## src/rtl/p_pkg.sv

```systemverilog
// Shared definitions for the p primitive library: arbiter state encoding and
// a constant width helper for index signals.
package p_pkg;

    typedef enum logic {
        IDLE = 1'b0,
        GNT  = 1'b1
    } p_arb_state_e;

    // Bits needed to hold an index in 0..n-1 (minimum 1).
    function automatic int p_clog2(input int n);
        int r;
        int v;
        r = 0;
        v = n - 1;
        while (v > 0) begin
            r++;
            v = v >> 1;
        end
        if (r == 0) r = 1;
        return r;
    endfunction

endpackage

```

## src/rtl/p_rr_1hot_pick.sv

```systemverilog
// Combinational round-robin pick: first set request at or after i_ptr+1,
// wrapping, using a double-width rotate and a lowest-set-bit priority mask.
module p_rr_1hot_pick
    import p_pkg::*;
#(
    parameter  int W  = 4,
    localparam int IW = p_clog2(W)
) (
    input  logic [W-1:0]  i_req,
    input  logic [IW-1:0] i_ptr,
    output logic [W-1:0]  o_gnt,
    output logic [IW-1:0] o_idx,
    output logic          o_any
);

    logic [2*W-1:0] dbl;
    logic [2*W-1:0] back;
    logic [W-1:0]   rot;
    logic [W-1:0]   low;
    int             start;

    always_comb begin
        start = (int'(i_ptr) >= W - 1) ? 0 : int'(i_ptr) + 1;
        // Rotate so the search start lands at bit 0, isolate the lowest set
        // bit, then rotate the one-hot back into requester positions.
        dbl   = {i_req, i_req} >> start;
        rot   = dbl[W-1:0];
        low   = rot & (~rot + W'(1));
        back  = {low, low} << start;
        o_gnt = back[2*W-1:W];
        o_any = |rot;
        o_idx = '0;
        for (int i = 0; i < W; i++) begin
            if (o_gnt[i]) o_idx = IW'(i);
        end
    end

endmodule

```

## src/rtl/p_rr_1hot_arb.sv

```systemverilog
// Round-robin arbiter with registered one-hot grant over valid/ready.
// Optional grant lock enabled by defining P_RR_1HOT_ARB_LOCK_EN.
//
// state | meaning
// IDLE  | no grant presented
// GNT   | grant presented and held until accepted
module p_rr_1hot_arb
    import p_pkg::*;
#(
    parameter  int W  = 4,
    localparam int IW = p_clog2(W)
) (
    input  logic          clk,
    input  logic          rst,
    input  logic [W-1:0]  i_req,
`ifdef P_RR_1HOT_ARB_LOCK_EN
    input  logic          i_lock,
`endif
    output logic          o_gnt_vld,
    input  logic          i_gnt_rdy,
    output logic [W-1:0]  o_gnt,
    output logic [IW-1:0] o_gnt_idx
);

    p_arb_state_e  state_q, state_d;
    logic [IW-1:0] ptr_q, ptr_d;
    logic [W-1:0]  gnt_q, gnt_d;
    logic [IW-1:0] idx_q, idx_d;
    logic [IW-1:0] pick_ptr;
    logic [W-1:0]  pick_gnt;
    logic [IW-1:0] pick_idx;
    logic          pick_any;
    logic          hold;

    // On accept the pointer moves to the current winner in the same cycle,
    // so the pick already uses the new pointer for back-to-back grants.
    assign pick_ptr = (state_q == GNT) ? idx_q : ptr_q;

    p_rr_1hot_pick #(.W(W)) u_pick (
        .i_req (i_req),
        .i_ptr (pick_ptr),
        .o_gnt (pick_gnt),
        .o_idx (pick_idx),
        .o_any (pick_any)
    );

`ifdef P_RR_1HOT_ARB_LOCK_EN
    assign hold = i_lock && i_req[idx_q];
`else
    assign hold = 1'b0;
`endif

    always_comb begin
        state_d = state_q;
        ptr_d   = ptr_q;
        gnt_d   = gnt_q;
        idx_d   = idx_q;
        case (state_q)
            IDLE: begin
                if (pick_any) begin
                    gnt_d   = pick_gnt;
                    idx_d   = pick_idx;
                    state_d = GNT;
                end
            end
            GNT: begin
                if (i_gnt_rdy && !hold) begin
                    ptr_d = idx_q;
                    if (pick_any) begin
                        gnt_d = pick_gnt;
                        idx_d = pick_idx;
                    end else begin
                        gnt_d   = '0;
                        idx_d   = '0;
                        state_d = IDLE;
                    end
                end
            end
            default: begin
                state_d = IDLE;
                gnt_d   = '0;
                idx_d   = '0;
            end
        endcase
    end

    always_ff @(posedge clk) begin
        if (rst) begin
            state_q <= IDLE;
            ptr_q   <= IW'(W - 1);
            gnt_q   <= '0;
            idx_q   <= '0;
        end else begin
            state_q <= state_d;
            ptr_q   <= ptr_d;
            gnt_q   <= gnt_d;
            idx_q   <= idx_d;
        end
    end

    assign o_gnt_vld = (state_q == GNT);
    assign o_gnt     = gnt_q;
    assign o_gnt_idx = idx_q;

endmodule

```

## config.mk

```make
export PLATFORM = sky130hd
export DESIGN_NAME = p_rr_1hot_arb
export DESIGN_NICKNAME = d
export VERILOG_FILES = /design/src/rtl/p_pkg.sv /design/src/rtl/p_rr_1hot_pick.sv /design/src/rtl/p_rr_1hot_arb.sv
export SDC_FILE = /design/constraint.sdc
export NUM_CORES = 1
export LEC_CHECK = 0
export ABC_AREA = 0
export CELL_PAD_IN_SITES_DETAIL_PLACEMENT = 0
export CELL_PAD_IN_SITES_GLOBAL_PLACEMENT = 1
export CORE_MARGIN = 2
export CORE_UTILIZATION = 32
export CTS_CLUSTER_DIAMETER = 40
export DETAILED_ROUTE_END_ITERATION = 10
export PLACE_DENSITY = 0.7
export SYNTH_ARGS = -nofsm -noshare
export SYNTH_HDL_FRONTEND = slang
export SYNTH_SLANG_ARGS = --single-unit
```

## constraint.sdc

```tcl
create_clock -name clk -period 1.8 [get_ports clk]
set_input_delay 0.18 -clock clk [delete_from_list [all_inputs] [get_ports clk]]
set_output_delay 0.18 -clock clk [all_outputs]
set_load 0.005 [all_outputs]
```

==> summary.txt <==
Clock Latency Late Sink: 270 ps
crit-path max cell delay: 500 ps
Post-Route WL: 1190 um
predominant post-synthesis flop cell: dfxtp_1
fraction of layout cells with a size suffix above 1: 14.7%
Synth Area per Inst: 8.62 um^2
Reg clk slew, reported paths: 60 ps
reg2reg start: o_gnt_idx[0]
status: finished clean
hold bufs inserted after CTS: 0
Synthesized Nets: 63
total track usage: 14.3%
DR vias/cell: 5.48
FILL cells: 143
Synth area leader: dfxtp_1
GRT overflow: 0
H-tree Lvls: 1
total chip power: 0.562 mW
I/O Buffers: 13
Hold WC Path Type: register to register
Post-Synthesis Cell Area: 483 um^2
critical path startpoint: o_gnt_vld
CP Launch Type: register
CP Capture Type: primary output
post-synthesis compound-gate area fraction: 29.5%
root buf cell: clkbuf_4
via count: 499
asr flop ratio synth: 0%
Leak Pwr: 0.271 nW
core region area: 0.00145 mm^2
Synth Area in Adders: 0%
clock sink count: 9
num ports: 14
RSZ-0062 raised after global routing: no
largest family of logic cells by synthesized area: compound AO/OA/AOI/OAI gates
fin nets: 83
f_max: 0.638 GHz
hold path startpoint: o_gnt[1]
YS warnings: 0
critical path type: register to primary output
Setup Skew: 2.06 ps
CP Max Fanout: 6
count of final hold-check violations: 0
CTS tree: done
post-place setup slack: 188 ps
drt wl/cell: 13.1 um
Post-CTS Setup Bufs: 0
Ant. Diodes: 0
setup TNS: 0 ps
Initial Utilization: 33.2%
Die Area: 0.00184 mm^2
Gate Count Post-Synth: 56
worst path cell trace: buf_4 -> clkdlybuf4s50_1
Max-Cap Viols: 0
post-CTS sizing: 0
critical path arrival: 1390 ps
Yosys reg bits: 9
Post-synth EDFFs: 0
Syn-to-layout area delta: 38.9%
vias in the first global route: 427
setup ws final: 233 ps
post-synthesis mux area share: 8.03%
Yosys cell types: 24
simple-gate share of the synthesized area: 18.4%
Crit path required time: 1620 ps
First DRT Iteration DRCs: 17
Layout Cells excl Fill: 91
TritonRoute pass-1 iters: 4
CTS Buffer Depth: 2
Synth area leaders: dfxtp_1, nand2_1, nand3_1
die span in x: 42.9 um
first-pass GRT wire length: 1900 um
largest net degree at the start of global routing: 8
top cell type's share of synthesized area: 37.3%
final routed DRC violation total: 0
Post-DRT Antenna Nets: 0
row count: 14
Worst Tran Pin Value: 393 ps
Num CTS Buffers: 3
period utilization: 87.1%
Slew Limit Fails: 0
post-route minimum period: 1570 ps
DP HPWL: 879 um
antenna violations before repair: 0
register area share after synthesis: 37.3%
worst-path cell with the longest stage delay: clkdlybuf4s50_1
Synth Area in XOR/XNOR: 3.63%
Finished Core Util: 46.1%
pwr/cell area: 839 mW/mm^2
Worst VDD drop: 0.355 mV
placed cells: 87
Slew headroom: 73.3%
top-count cell post-synth: nand2_1
most frequent cells after synthesis: nand2_1, dfxtp_1, nand3_1
gpl congestion: 0.724
chip height: 42.9 um
setup violators final: 0
[logic make-up after synthesis]
kind of cell,after synthesis
xor gates and xnor gates,2
AOI/OAI and AO/OA,19
buffers and inverters,2
DFF,9
muxes,3
and+or+nand+nor,21
[cells in the final DEF (no fill, tap or decap)]
master / n
o2111ai_1: 1
a31oi_1: 2
xor2_1: 2
a22oi_1: 1
o21a_1: 1
a21oi_2: 1
o211ai_2: 2
a21oi_1: 4
clkbuf_1: 1
buf_4: 3
mux2i_1: 1
inv_1: 1
clkbuf_4: 3
mux2i_2: 1
nand2_1: 10
nand2b_1: 1
o32ai_1: 1
nor2_1: 4
o211ai_1: 1
a21o_1: 2
o21bai_1: 1
mux2_4: 1
nand3_1: 6
o21ai_1: 1
clkdlybuf4s50_1: 13
a311oi_1: 1
dfxtp_1: 9
[state kept, by name, summed over array words and instances, names as in the netlist]
signal / flops
o_gnt_idx: 2
ptr_q: 2
o_gnt: 4
o_gnt_vld: 1
[worst paths after layout]
kind	end	slack (ps)	cells past startpoint
max	o_gnt_vld	230	2
min	o_gnt[1]	460	2
max reg2reg	o_gnt_idx[1]	240	5
min reg2reg	o_gnt[1]	460	2
[per-layer routing]
layer	part of all wire, %	vias to the layer above	track usage, %
li1	-	246	-
met1	47	232	18.4
met2	44	17	18.5
met3	5.7	4	4.26
met4	3.0	0	13.1
met5	0	-	0
[final cells by class]
type | instances | area (um^2) | share of cell area (%)
Timing Repair Buffer | 16 | 153 | 22.8
Multi-Input combinational cell | 45 | 288 | 42.9
Clock buffer | 4 | 26.3 | 3.92
Sequential cell | 9 | 180 | 26.9
Tap cell | 16 | 20.0 | 2.99
Inverter | 1 | 3.75 | 0.560
[critical path, delay by kind of cell, from the launching register on]
kind | cells | cell delay, ps
DFF | 1 | 440
buffers and inverters | 2 | 690
[per-stage QoR]
stage	cell area [um^2]	hold WS, ps
after floorplan	483	249
after global placement	644	458
after detailed placement	644	450
after CTS	671	461
after global routing	671	485
final	671	459
[report_power, final]
group,switching (mW),internal [mW]
registers,0.0192,0.218
clock network,0.0775,0.0859
logic,0.0757,0.0858
total,0.172,0.390
No activity file was read; power rests on OpenSTA's default activity.
